### src/rtl/softmax_frame_ctrl_if.sv
// ============================================================================
// Module     : softmax_frame_ctrl_if
// Description: Upstream write/launch, softmax handshake and result bundle
//              for softmax_frame_ctrl.
// Revision   : 1.0 - initial release
// ============================================================================
`default_nettype none

interface softmax_frame_ctrl_if #(
    parameter int IDX_W  = 3,
    parameter int DATA_W = 32,
    parameter int CNT_W  = 16
);
    logic              wr_en;
    logic [IDX_W-1:0]  wr_idx;
    logic [DATA_W-1:0] wr_data;
    logic              frame_go;
    logic [IDX_W-1:0]  frame_label;
    logic              busy;
    logic              sm_start;
    logic [DATA_W-1:0] sm_input;
    logic [IDX_W-1:0]  sm_input_idx;
    logic              sm_in_ready;
    logic              sm_backprop_ctrl;
    logic              sm_out_ready;
    logic [IDX_W-1:0]  sm_max;
    logic              sm_out_received;
    logic              result_valid;
    logic [IDX_W-1:0]  result_class;
    logic              result_correct;
    logic [CNT_W-1:0]  frames_total;
    logic [CNT_W-1:0]  frames_correct;
    logic              timeout_err;

    modport slave (
        input  wr_en, wr_idx, wr_data, frame_go, frame_label,
        input  sm_in_ready, sm_out_ready, sm_max,
        output busy, sm_start, sm_input, sm_input_idx, sm_backprop_ctrl,
        output sm_out_received, result_valid, result_class, result_correct,
        output frames_total, frames_correct, timeout_err
    );

    modport master (
        output wr_en, wr_idx, wr_data, frame_go, frame_label,
        output sm_in_ready, sm_out_ready, sm_max,
        input  busy, sm_start, sm_input, sm_input_idx, sm_backprop_ctrl,
        input  sm_out_received, result_valid, result_class, result_correct,
        input  frames_total, frames_correct, timeout_err
    );
endinterface

`default_nettype wire

### src/rtl/softmax_frame_ctrl.sv
// ============================================================================
// Module     : softmax_frame_ctrl
// Description: Buffers one frame of logits, streams it into softmax, scores the
//              returned argmax against the label and keeps saturating tallies.
// Revision   : 1.0 - initial release
// ============================================================================
`default_nettype none

module softmax_frame_ctrl #(
    parameter int N_CLASSES = 5,
    parameter int IDX_W     = 3,
    parameter int DATA_W    = 32,
    parameter int CNT_W     = 16,
    parameter int TIMEOUT   = 255
) (
    input  wire logic           clk,
    input  wire logic           rst,
    softmax_frame_ctrl_if.slave bus
);
    localparam int               TO_W     = $clog2(TIMEOUT + 1);
    localparam logic [TO_W-1:0]  TO_LAST  = TO_W'(TIMEOUT - 1);
    localparam logic [IDX_W-1:0] IDX_LAST = IDX_W'(N_CLASSES - 1);
    localparam logic [IDX_W-1:0] IDX_LIM  = IDX_W'(N_CLASSES);

    typedef enum logic [1:0] {
        S_IDLE  = 2'd0,
        S_ISSUE = 2'd1,
        S_WAIT  = 2'd2,
        S_ACK   = 2'd3
    } state_t;

    state_t            state_q, state_d;
    logic [DATA_W-1:0] buf_q [N_CLASSES];
    logic [IDX_W-1:0]  idx_q, idx_d;
    logic [IDX_W-1:0]  label_q, label_d;
    logic [TO_W-1:0]   to_cnt_q, to_cnt_d;
    logic              timeout_q, timeout_d;
    logic              rvalid_q, rvalid_d;
    logic [IDX_W-1:0]  rclass_q, rclass_d;
    logic              rcorr_q, rcorr_d;
    logic [CNT_W-1:0]  total_q, total_d;
    logic [CNT_W-1:0]  correct_q, correct_d;
    logic              w_hit;

    // Frame buffer is deliberately left out of reset.
    always_ff @(posedge clk) begin
        if (state_q == S_IDLE && bus.wr_en && bus.wr_idx < IDX_LIM)
            buf_q[bus.wr_idx] <= bus.wr_data;
    end

    always_ff @(posedge clk) begin
        if (rst) begin
            state_q   <= S_IDLE;
            idx_q     <= '0;
            label_q   <= '0;
            to_cnt_q  <= '0;
            timeout_q <= 1'b0;
            rvalid_q  <= 1'b0;
            rclass_q  <= '0;
            rcorr_q   <= 1'b0;
            total_q   <= '0;
            correct_q <= '0;
        end else begin
            state_q   <= state_d;
            idx_q     <= idx_d;
            label_q   <= label_d;
            to_cnt_q  <= to_cnt_d;
            timeout_q <= timeout_d;
            rvalid_q  <= rvalid_d;
            rclass_q  <= rclass_d;
            rcorr_q   <= rcorr_d;
            total_q   <= total_d;
            correct_q <= correct_d;
        end
    end

    assign w_hit = (bus.sm_max == label_q);

    always_comb begin
        state_d   = state_q;
        idx_d     = idx_q;
        label_d   = label_q;
        to_cnt_d  = to_cnt_q;
        timeout_d = timeout_q;
        rvalid_d  = 1'b0;
        rclass_d  = rclass_q;
        rcorr_d   = rcorr_q;
        total_d   = total_q;
        correct_d = correct_q;
        case (state_q)
            S_IDLE: begin
                if (bus.frame_go) begin
                    label_d = bus.frame_label;
                    idx_d   = '0;
                    state_d = S_ISSUE;
                end
            end
            S_ISSUE: begin
                if (bus.sm_in_ready) begin
                    if (idx_q == IDX_LAST) begin
                        to_cnt_d = '0;
                        state_d  = S_WAIT;
                    end else begin
                        idx_d = idx_q + 1'b1;
                    end
                end
            end
            S_WAIT: begin
                // Result registers are loaded here so they are visible in the first ACK cycle.
                if (bus.sm_out_ready) begin
                    rvalid_d = 1'b1;
                    rclass_d = bus.sm_max;
                    rcorr_d  = w_hit;
                    if (total_q != '1)
                        total_d = total_q + 1'b1;
                    if (w_hit && correct_q != '1)
                        correct_d = correct_q + 1'b1;
                    state_d = S_ACK;
                end else if (to_cnt_q == TO_LAST) begin
                    timeout_d = 1'b1;
                    state_d   = S_IDLE;
                end else begin
                    to_cnt_d = to_cnt_q + 1'b1;
                end
            end
            S_ACK: begin
                if (!bus.sm_out_ready)
                    state_d = S_IDLE;
            end
            default: state_d = S_IDLE;
        endcase
    end

    assign bus.busy             = (state_q != S_IDLE);
    assign bus.sm_start         = (state_q == S_ISSUE);
    assign bus.sm_input         = (state_q == S_ISSUE) ? buf_q[idx_q] : '0;
    assign bus.sm_input_idx     = (state_q == S_ISSUE) ? idx_q : '0;
    assign bus.sm_backprop_ctrl = 1'b0;
    assign bus.sm_out_received  = (state_q == S_ACK);
    assign bus.result_valid     = rvalid_q;
    assign bus.result_class     = rclass_q;
    assign bus.result_correct   = rcorr_q;
    assign bus.frames_total     = total_q;
    assign bus.frames_correct   = correct_q;
    assign bus.timeout_err      = timeout_q;
endmodule

`default_nettype wire

### src/flat_wrapper.sv
// flat-port wrapper written by rule: the top's interface ports become plain ports
module softmax_frame_ctrl_flat 
#(
    parameter int N_CLASSES = 5,
    parameter int IDX_W     = 3,
    parameter int DATA_W    = 32,
    parameter int CNT_W     = 16,
    parameter int TIMEOUT   = 255
)
  (clk, rst, bus_wr_en, bus_wr_idx, bus_wr_data, bus_frame_go, bus_frame_label, bus_sm_in_ready, bus_sm_out_ready, bus_sm_max, bus_busy, bus_sm_start, bus_sm_input, bus_sm_input_idx, bus_sm_backprop_ctrl, bus_sm_out_received, bus_result_valid, bus_result_class, bus_result_correct, bus_frames_total, bus_frames_correct, bus_timeout_err);
  softmax_frame_ctrl_if #(.IDX_W(IDX_W), .DATA_W(DATA_W), .CNT_W(CNT_W)) bus_i ();
  input  wire logic clk;
  input  wire logic rst;
  input wire logic [$bits(bus_i.wr_en)-1:0] bus_wr_en;
  input wire logic [$bits(bus_i.wr_idx)-1:0] bus_wr_idx;
  input wire logic [$bits(bus_i.wr_data)-1:0] bus_wr_data;
  input wire logic [$bits(bus_i.frame_go)-1:0] bus_frame_go;
  input wire logic [$bits(bus_i.frame_label)-1:0] bus_frame_label;
  input wire logic [$bits(bus_i.sm_in_ready)-1:0] bus_sm_in_ready;
  input wire logic [$bits(bus_i.sm_out_ready)-1:0] bus_sm_out_ready;
  input wire logic [$bits(bus_i.sm_max)-1:0] bus_sm_max;
  output wire logic [$bits(bus_i.busy)-1:0] bus_busy;
  output wire logic [$bits(bus_i.sm_start)-1:0] bus_sm_start;
  output wire logic [$bits(bus_i.sm_input)-1:0] bus_sm_input;
  output wire logic [$bits(bus_i.sm_input_idx)-1:0] bus_sm_input_idx;
  output wire logic [$bits(bus_i.sm_backprop_ctrl)-1:0] bus_sm_backprop_ctrl;
  output wire logic [$bits(bus_i.sm_out_received)-1:0] bus_sm_out_received;
  output wire logic [$bits(bus_i.result_valid)-1:0] bus_result_valid;
  output wire logic [$bits(bus_i.result_class)-1:0] bus_result_class;
  output wire logic [$bits(bus_i.result_correct)-1:0] bus_result_correct;
  output wire logic [$bits(bus_i.frames_total)-1:0] bus_frames_total;
  output wire logic [$bits(bus_i.frames_correct)-1:0] bus_frames_correct;
  output wire logic [$bits(bus_i.timeout_err)-1:0] bus_timeout_err;
  assign bus_i.wr_en = bus_wr_en;
  assign bus_i.wr_idx = bus_wr_idx;
  assign bus_i.wr_data = bus_wr_data;
  assign bus_i.frame_go = bus_frame_go;
  assign bus_i.frame_label = bus_frame_label;
  assign bus_i.sm_in_ready = bus_sm_in_ready;
  assign bus_i.sm_out_ready = bus_sm_out_ready;
  assign bus_i.sm_max = bus_sm_max;
  assign bus_busy = bus_i.busy;
  assign bus_sm_start = bus_i.sm_start;
  assign bus_sm_input = bus_i.sm_input;
  assign bus_sm_input_idx = bus_i.sm_input_idx;
  assign bus_sm_backprop_ctrl = bus_i.sm_backprop_ctrl;
  assign bus_sm_out_received = bus_i.sm_out_received;
  assign bus_result_valid = bus_i.result_valid;
  assign bus_result_class = bus_i.result_class;
  assign bus_result_correct = bus_i.result_correct;
  assign bus_frames_total = bus_i.frames_total;
  assign bus_frames_correct = bus_i.frames_correct;
  assign bus_timeout_err = bus_i.timeout_err;
  softmax_frame_ctrl #(.N_CLASSES(N_CLASSES), .IDX_W(IDX_W), .DATA_W(DATA_W), .CNT_W(CNT_W), .TIMEOUT(TIMEOUT)) u_core (.clk(clk), .rst(rst), .bus(bus_i));
endmodule
### config.mk
export PLATFORM = sky130hd
export DESIGN_NAME = softmax_frame_ctrl_flat
export DESIGN_NICKNAME = d
export VERILOG_FILES = /design/src/rtl/softmax_frame_ctrl_if.sv /design/src/rtl/softmax_frame_ctrl.sv /design/src/flat_wrapper.sv
export SDC_FILE = /design/constraint.sdc
export NUM_CORES = 1
export LEC_CHECK = 0
export ABC_AREA = 1
export BUFFER_PORTS_ARGS = -buffer_cell sky130_fd_sc_hd__buf_2
export CORE_MARGIN = 1.5
export CORE_UTILIZATION = 40
export CTS_BUF_LIST = sky130_fd_sc_hd__clkbuf_2 sky130_fd_sc_hd__clkbuf_4 sky130_fd_sc_hd__clkbuf_8
export CTS_CLUSTER_DIAMETER = 60
export CTS_CLUSTER_SIZE = 12
export DETAILED_ROUTE_END_ITERATION = 6
export PLACE_DENSITY = 0.65
export SLEW_MARGIN = 20
export SYNTH_ARGS = -nofsm -noshare
export SYNTH_HDL_FRONTEND = slang
export SYNTH_SLANG_ARGS = --single-unit
### constraint.sdc
create_clock -name clk -period 9.43 [get_ports clk]
set_input_delay 2.3575 -clock clk [delete_from_list [all_inputs] [get_ports clk]]
set_output_delay 2.3575 -clock clk [all_outputs]
set_load 0.02 [all_outputs]
==> flow_metrics.py, run 1 <==
metrics = {
    "placement": {
        "placed_cells": 1410,
        "portBuffers": 122,
        "gp_congestion": 0.802,
        "place_ws_ns": 4.77,
        "hpwl_mm": 12.1,
    },
    "clock_network": {
        "cts_setup_buffers": 0,
        "cts_resized": 0,
        "h-tree-depth": 1,
        "cts_hold_buf": 0,
        "cts_sinks": 217,
        "cts_tree": "built",
        "clk_latency_ns": 0.51,
        "clockBufferDepth": 3,
        "clk_pin_slew_ns": 0.08,
        "cts_buffers": 23,
        "cts-root-buf": "clkbuf_8",
    },
    "yosys": {
        "synth-async-reset-ratio": 0,
        "synth.distinct_cells": 34,
        "yosysSeqAreaShare": 0.621,
        "synth_nets": 1053,
        "synth.avg_cell_area_um2": 9.57,
        "yosys_register_bits": 217,
        "synthCells": 1000,
        "netlist_area_mm2": 0.00957,
        "yosys_warnings": 0,
        "yosys_most_used_dff": "edfxtp_1",
        "synth-edff-count": 160,
    },
    "critical_path": {
        "path_class": "flop to output port",
        "crit_path_end_kind": "output port",
        "worstPathArrival_ns": 2.80,
        "crit_fanout": 65,
        "startpoint_type": "flop",
        "crit_required_ns": 7.07,
    },
    "drt": {
        "vias_per_cell": 4.80,
        "dr.pass1.iters": 4,
        "drt_iter0_drc": 422,
        "routed_wl_mm": 20.2,
        "postRouteAntennaNets": 0,
        "drc": 0,
        "wire_per_inst_um": 13.9,
        "vias": 6950,
    },
    "die": {
        "core_area_mm2": 0.0235,
        "rows": 56,
        "initial_core_util": 0.408,
        "die_w_um": 158,
        "dieArea_mm2": 0.0249,
        "io_pins": 124,
        "die_h_um": 158,
    },
    "timing": {
        "drv_slew": 0,
        "post-route-min-period_ns": 5.16,
        "final_hold_viol_count": 0,
        "setup_viol": 0,
        "timing.fmax_mhz": 194,
        "tightest_slew_ns": 1.04,
        "period_share": 0.547,
        "max-slew-margin-rel": 0.303,
        "skew_ns": 0.0112,
        "rsz0062_at_grt": "false",
        "finalWorstSetupSlack_ns": 4.27,
        "tns_ns": 0,
    },
    "status": {
        "status": "completed",
    },
    "finish": {
        "final_cell_mix": "nor2_1, edfxtp_1, nand2_1",
        "layout_commonest_cell": "nor2_1",
        "layout.nets": 1169,
        "layoutNonFillerInstCount": 1449,
        "drive_gt1_frac": 0.185,
        "area_growth_syn_to_layout_pct": 14.7,
    },
    "power": {
        "leakagePower_nw": 4.45,
        "powerDensity_mw_per_mm2": 206,
        "irDropWorstVdd_v": 0.0000867,
    },
    "global_route": {
        "grt_pass1_wl_mm": 32.6,
        "grt_max_degree": 66,
        "grt_antenna_before_repair": 3,
        "grt.total_usage": 0.164,
        "grt_overflow_total": 0,
        "grt_pass1_vias": 6521,
    },
    "worst_hold_path": {
        "hold_path_class": "flop to flop",
    },
    "run": {
        "cap_violations": 0,
    },
}
[routing by layer]
layer  up-vias  part of all wire  global-route usage
met3        27             0.065              0.0334
met1      3177              0.44               0.206
met2       184              0.48               0.291
li1       3560                 -                   -
met4         2             0.015              0.0377
met5         -           0.00059                   0
[state kept, by name, indices dropped and copies added, names as in the netlist, named ones only]
| signal | count |
|---|---|
| u_core.buf_q | 160 |
| u_core.bus.frames_correct | 16 |
| u_core.bus.frames_total | 16 |
| u_core.to_cnt_q | 8 |
| u_core.bus.result_class | 3 |
| u_core.idx_q | 3 |
| u_core.label_q | 3 |
| u_core.state_q | 2 |
| u_core.bus.result_correct | 1 |
| u_core.bus.result_valid | 1 |
| u_core.bus.timeout_err | 1 |
[area by class of cell]
type                    count  area, um2
inverters                 117        439
clock buffers              30        375
flip-flops and latches    217       5950
diodes                      3       7.51
fillers                  2179      12500
repair buffers            130        671
well taps                 319        399
multi-input cells         627       3050
clock inverters             6       86.3
[stage by stage]
step | power (mW) | utilization | area (um2) | hold WS (ns)
5_1_grt | 2.40 | 0.467 | 11000 | 0.487
6_report | 2.26 | 0.468 | 11000 | 0.461
2_1_floorplan | 1.50 | - | 9570 | 0.444
4_1_cts | 2.29 | 0.467 | 11000 | 0.466
3_3_place_gp | 1.66 | 0.448 | 10500 | 0.450
3_5_place_dp | 1.67 | 0.448 | 10500 | 0.454
[worst paths after layout]
check                                 start                   endpoint  slack (ns)  depth (start not counted)
hold / removal    u_core.bus.result_correct  u_core.bus.result_correct        0.46                          2
setup / recovery                       flop           bus_sm_input[20]        4.27                          7
hold reg to reg   u_core.bus.result_correct  u_core.bus.result_correct        0.46                          2
setup reg to reg          u_core.state_q[1]        u_core.buf_q[3][26]        7.35                          4
[Yosys cell counts (all sizes together) (3+ instances only)]
library cell    n  area share
nor2          175       0.077
edfxtp        160        0.50
nand2         152       0.064
o21ai         148       0.077
inv           116       0.045
a21oi          70       0.041
dfxtp          57        0.12
nand3          36       0.019
clkbuf         26       0.010
buf            13      0.0076
xor2           10      0.0091
nor3            9      0.0052
nand4           8      0.0052
ha              6      0.0078
xnor2           5      0.0046
nand3b          3      0.0024
[logic make-up (layout without fill, tap and decap cells)]
group,Yosys count,in the layout,share of synthesized area
buf+inv,156,283,0.0636
xor+xnor,15,15,0.0137
compound gates,220,220,0.119
other cells,1,4,0.000392
fa+ha+maj,6,6,0.00784
flops,217,217,0.621
simple gates,385,385,0.174
[report_power, final]
part / internal [mW] / switching, mW
registers: 1.07 / 0.0246
clock network: 0.314 / 0.310
logic: 0.158 / 0.386
total: 1.54 / 0.721
[worst max-delay path, stage by stage (launching register included)]
cell,delay [ns]
dfxtp_2,0.32
buf_4,0.52
inv_2,0.58
o21ai_0,0.30
o21ai_1,0.09
o21ai_1,0.21
inv_1,0.08
buf_2,0.16
No activity file was read; power rests on OpenSTA's default activity.
==> run 2, diff against run 1 <==
==> constraint.sdc (replaced) <==
create_clock -name clk -period 5.32 [get_ports clk]
set_input_delay 1.33 -clock clk [delete_from_list [all_inputs] [get_ports clk]]
set_output_delay 1.33 -clock clk [all_outputs]
set_load 0.02 [all_outputs]
==> flow_metrics.py, run 2 (synthesis results as in run 1) <==
metrics = {
    "status": {
        "status": "completed",
    },
    "drt": {
        "drt_iter0_drc": 353,
        "dr.pass1.iters": 4,
        "vias": 6951,
        "drc": 0,
        "routed_wl_mm": 20.1,
        "postRouteAntennaNets": 0,
        "vias_per_cell": 4.81,
        "wire_per_inst_um": 13.9,
    },
    "global_route": {
        "grt_pass1_vias": 6317,
        "grt_overflow_total": 0,
        "grt_antenna_before_repair": 3,
        "grt_pass1_wl_mm": 31.7,
        "grt.total_usage": 0.162,
        "grt_max_degree": 65,
    },
    "clock_network": {
        "clk_latency_ns": 0.53,
        "clk_pin_slew_ns": 0.09,
        "cts_sinks": 217,
        "cts_resized": 0,
        "cts_buffers": 23,
        "cts_tree": "built",
        "cts_setup_buffers": 0,
        "h-tree-depth": 1,
        "clockBufferDepth": 3,
        "cts_hold_buf": 0,
        "cts-root-buf": "clkbuf_8",
    },
    "placement": {
        "place_ws_ns": 2.09,
        "portBuffers": 122,
        "hpwl_mm": 12.3,
        "gp_congestion": 0.784,
    },
    "timing": {
        "holdWs_ns": 0.470,
        "tightest_slew_ns": 0.844,
        "rsz0062_at_grt": "false",
        "tns_ns": 0,
        "period_share": 0.713,
        "post-route-min-period_ns": 3.79,
        "skew_ns": 0.0114,
        "final_hold_viol_count": 0,
        "finalWorstSetupSlack_ns": 1.53,
        "drv_slew": 0,
        "setup_viol": 0,
        "timing.fmax_mhz": 264,
        "max-slew-margin-rel": 0.438,
    },
    "die": {
        "core_area_mm2": 0.0235,
        "die_w_um": 158,
        "dieArea_mm2": 0.0249,
        "die_h_um": 158,
        "initial_core_util": 0.408,
        "rows": 56,
        "io_pins": 124,
    },
    "finish": {
        "regMostFlops": "u_core.buf_q",
        "layout.nets": 1170,
        "layout_commonest_cell": "nor2_1",
        "largest_register_ffs": 160,
        "fill_cells": 2197,
        "multi_input_area_mm2": 0.00305,
        "final_cell_mix": "nor2_1, edfxtp_1, nand2_1",
        "area_growth_syn_to_layout_pct": 14.2,
        "drive_gt1_frac": 0.184,
        "register_area_mm2": 0.00595,
    },
    "power": {
        "irDropWorstVdd_v": 0.000169,
        "leakagePower_nw": 4.44,
        "powerDensity_mw_per_mm2": 361,
    },
    "critical_path": {
        "crit_path_end": "bus_sm_input[23]",
        "path_class": "flop to output port",
        "timing.rr.start": "u_core.state_q[1]",
        "r2r_slack_ns": 3.01,
        "r2r-end": "u_core.buf_q[4][5]",
        "crit_path_end_kind": "output port",
        "worstPathArrival_ns": 2.46,
        "r2r_cells": 4,
        "crit_required_ns": 3.99,
        "startpoint_type": "flop",
        "crit_fanout": 64,
    },
    "worst_hold_path": {
        "hold_path_class": "flop to flop",
    },
    "run": {
        "cap_violations": 0,
    },
}
run 2: cell count changes in the layout (fill, tap and decap cells not counted):
cell / delta
dfxtp_4: -1
bufinv_16: -1
clkinv_2: +2
clkinv_4: +1
inv_2: -1
inv_8: +1
diode_2: -2
clkinvlp_4: -2
dfxtp_2: +1
buf_4: +1
clkbuf_4: -3
run 2: layer usage:
metal / vias up / routed length (um) / track usage
met5: - / 7 / 0
met4: 2 / 393 / 0.0395
met3: 30 / 1190 / 0.0328
met2: 171 / 9360 / 0.273
met1: 3191 / 9180 / 0.214
li1: 3557 / - / -
run 2: report_power, final:
| group | switching (mW) | total [mW] | leakage, nW | internal (mW) |
|---|---|---|---|---|
| clock | 0.561 | 1.05 | 0.216 | 0.488 |
| sequential | 0.0410 | 1.93 | 1.91 | 1.89 |
| combinational | 0.689 | 0.969 | 2.31 | 0.281 |
run 2: area by class of cell:
cell class	count	area share
sequential	217	0.544
multi-input combinational	627	0.279
timing repair buffer	131	0.0620
inverter	117	0.0403
tap	319	0.0365
clock buffer	27	0.0323
clock inverter	6	0.00606
antenna	1	0.000229
run 2: worst max-delay path: stages (launching register included):
cell,delay [ns]
dfxtp_2,0.34
clkinv_2,0.62
o21ai_0,0.36
o21ai_0,0.11
o21ai_0,0.26
inv_1,0.07
buf_2,0.16
run 2: through the flow:
step	cells	power [mW]	utilization	area (um2)
6_report	1445	3.95	0.466	10900
3_5_place_dp	1411	2.95	0.448	10500
4_1_cts	1444	4.00	0.466	10900
2_1_floorplan	1000	2.66	-	9570
3_3_place_gp	1411	2.94	0.448	10500
5_1_grt	1445	4.19	0.466	10900
run 2: worst min-delay path by stage:
| stage | start | end | slack, ns | depth (start not counted) |
|---|---|---|---|---|
| floorplan | u_core.label_q[0] | u_core.label_q[0] | 0.44 | 2 |
| global placement | u_core.bus.result_correct | u_core.bus.result_correct | 0.45 | 2 |
| detailed placement | u_core.bus.result_correct | u_core.bus.result_correct | 0.46 | 2 |
| CTS | u_core.bus.result_correct | u_core.bus.result_correct | 0.47 | 2 |
| global route | u_core.label_q[0] | u_core.label_q[0] | 0.50 | 2 |
| finish | u_core.bus.result_correct | u_core.bus.result_correct | 0.47 | 2 |
==> run 3, diff against run 2 <==
--- a/config.mk
+++ b/config.mk
@@ -13,7 +13,7 @@
 export CTS_CLUSTER_DIAMETER = 60
 export CTS_CLUSTER_SIZE = 12
 export DETAILED_ROUTE_END_ITERATION = 6
-export PLACE_DENSITY = 0.65
+export PLACE_DENSITY = 0.67
 export SLEW_MARGIN = 20
 export SYNTH_ARGS = -nofsm -noshare
 export SYNTH_HDL_FRONTEND = slang
==> constraint.sdc (replaced) <==
create_clock -name clk -period 3.2 [get_ports clk]
set_input_delay 0.8 -clock clk [delete_from_list [all_inputs] [get_ports clk]]
set_output_delay 0.8 -clock clk [all_outputs]
set_load 0.02 [all_outputs]
==> flow_metrics.py, run 3 (synthesis results as in run 1) <==
metrics = {
    "critical_path": {
        "crit_path_end_kind": "output port",
        "r2r-end": "u_core.bus.frames_total[1]",
        "crit_path_max_incr_delay_ns": 0.40,
        "startpoint_type": "flop",
        "r2r_slack_ns": 1.08,
        "crit_required_ns": 2.40,
        "cpMostUsedCell": "inv_2",
        "timing.rr.start": "u_core.bus.frames_total[0]",
        "worstPathCellList": "inv_2 > nor2_2 > inv_2 > a21oi_1 > o21ai_0 > inv_1 > buf_2",
        "r2r_cells": 9,
        "crit_fanout": 35,
        "worstPathArrival_ns": 2.14,
        "cpMaxStageDelayCell": "dfxtp_1",
        "path_class": "flop to output port",
    },
    "placement": {
        "hpwl_mm": 12.4,
        "place_ws_ns": 0.750,
        "portBuffers": 122,
        "placed_cells": 1412,
        "gp_congestion": 0.839,
    },
    "power": {
        "seqPwrFrac": 0.479,
        "leakagePower_nw": 4.50,
        "clockPowerShare": 0.276,
        "p_sw_frac": 0.319,
        "p_int_mw": 4.57,
        "pwr-share-comb": 0.245,
        "irDropWorstVdd_v": 0.000395,
        "powerDensity_mw_per_mm2": 608,
        "power_switching_mw": 2.14,
    },
    "timing": {
        "rsz0062_at_grt": "false",
        "tightest_slew_ns": 0.681,
        "finalWorstSetupSlack_ns": 0.256,
        "holdWs_ns": 0.473,
        "final_hold_viol_count": 0,
        "drv_slew": 0,
        "period_share": 0.920,
        "setup_viol": 0,
        "max-slew-margin-rel": 0.546,
        "skew_ns": 0.0150,
        "tns_ns": 0,
        "timing.fmax_mhz": 340,
        "post-route-min-period_ns": 2.94,
    },
    "finish": {
        "area_growth_syn_to_layout_pct": 15.4,
        "postLayoutCoreUtil": 0.471,
        "drive_gt1_frac": 0.191,
        "layout_commonest_cell": "nor2_1",
        "final_cell_mix": "nor2_1, edfxtp_1, nand2_1",
        "fill_cells": 2226,
        "layout.nets": 1170,
        "largest_register_ffs": 160,
        "regMostFlops": "u_core.buf_q",
        "layoutNonFillerInstCount": 1453,
    },
    "global_route": {
        "grt_pass1_vias": 6544,
        "grt_max_degree": 65,
        "grt_pass1_wl_mm": 31.7,
        "grt_antenna_before_repair": 1,
        "grt_overflow_total": 0,
        "grt.total_usage": 0.160,
    },
    "drt": {
        "drc": 0,
        "vias_per_cell": 4.78,
        "vias": 6941,
        "wire_per_inst_um": 13.7,
        "postRouteAntennaNets": 0,
        "dr.pass1.iters": 4,
        "routed_wl_mm": 19.9,
        "drt_iter0_drc": 320,
    },
    "die": {
        "io_pins": 124,
        "die_w_um": 158,
        "rows": 56,
        "initial_core_util": 0.408,
        "core_area_mm2": 0.0235,
        "dieArea_mm2": 0.0249,
        "die_h_um": 158,
    },
    "clock_network": {
        "cts_setup_buffers": 0,
        "cts_hold_buf": 0,
        "clockBufferDepth": 3,
        "clk_latency_ns": 0.53,
        "cts_buffers": 22,
        "cts_tree": "built",
        "h-tree-depth": 1,
        "cts_resized": 0,
        "cts-root-buf": "clkbuf_8",
        "cts_sinks": 217,
        "clk_pin_slew_ns": 0.08,
    },
    "worst_hold_path": {
        "holdPathStages": 2,
        "hp-start": "u_core.bus.result_correct",
        "hold_path_class": "flop to flop",
        "holdPathEnd": "u_core.bus.result_correct",
    },
    "status": {
        "status": "completed",
    },
    "run": {
        "cap_violations": 0,
    },
}
## run 3: per-stage QoR
step	power [mW]	area, um2
final	6.71	11100
after global routing	7.11	11000
after CTS	6.81	11000
after detailed placement	4.95	10600
after global placement	4.92	10600
after floorplan	4.42	9580
## run 3: per-layer routing
layer,wire (um),share of wire,track usage
met1,8470,0.42,0.189
met4,330,0.017,0.0359
met2,10200,0.51,0.301
met3,945,0.047,0.0287
met5,0,0,0
## run 3: power by group through the flow
stage	registers (mW)	logic, mW	clock network (mW)
global route	3.23	1.87	2.02
detailed placement	3.28	1.68	0
global placement	3.27	1.65	0
floorplan	3.28	1.14	0
finish	3.21	1.65	1.85
CTS	3.21	1.68	1.91
## run 3: worst max-delay path by stage
stage               cells after the start               from                 end
finish                                  7  u_core.state_q[0]    bus_sm_input[23]
global route                            7  u_core.state_q[0]     bus_sm_input[9]
CTS                                     7  u_core.state_q[0]    bus_sm_input[22]
detailed placement                      5      bus_wr_idx[0]  u_core.buf_q[1][4]
global placement                        5      bus_wr_idx[0]  u_core.buf_q[3][5]
floorplan                               2      bus_wr_idx[1]  u_core.buf_q[0][0]
## run 3: worst max-delay path, delay by kind of cell (launching register included)
kind	cells	cell delay, ns
AO/OA/AOI/OAI	2	0.33
flip-flops	1	0.40
buffers and inverters	4	0.65
AND/OR/NAND/NOR	1	0.22
## run 3: cell type report
type | instances | area, um2 | share of cell area
inverters | 117 | 439 | 0.0397
multi-input cells | 627 | 3050 | 0.276
clock inverters | 3 | 43.8 | 0.00396
well taps | 319 | 399 | 0.0361
diodes | 1 | 2.50 | 0.000226
flip-flops and latches | 217 | 5950 | 0.538
clock buffers | 37 | 428 | 0.0387
repair buffers | 132 | 736 | 0.0666
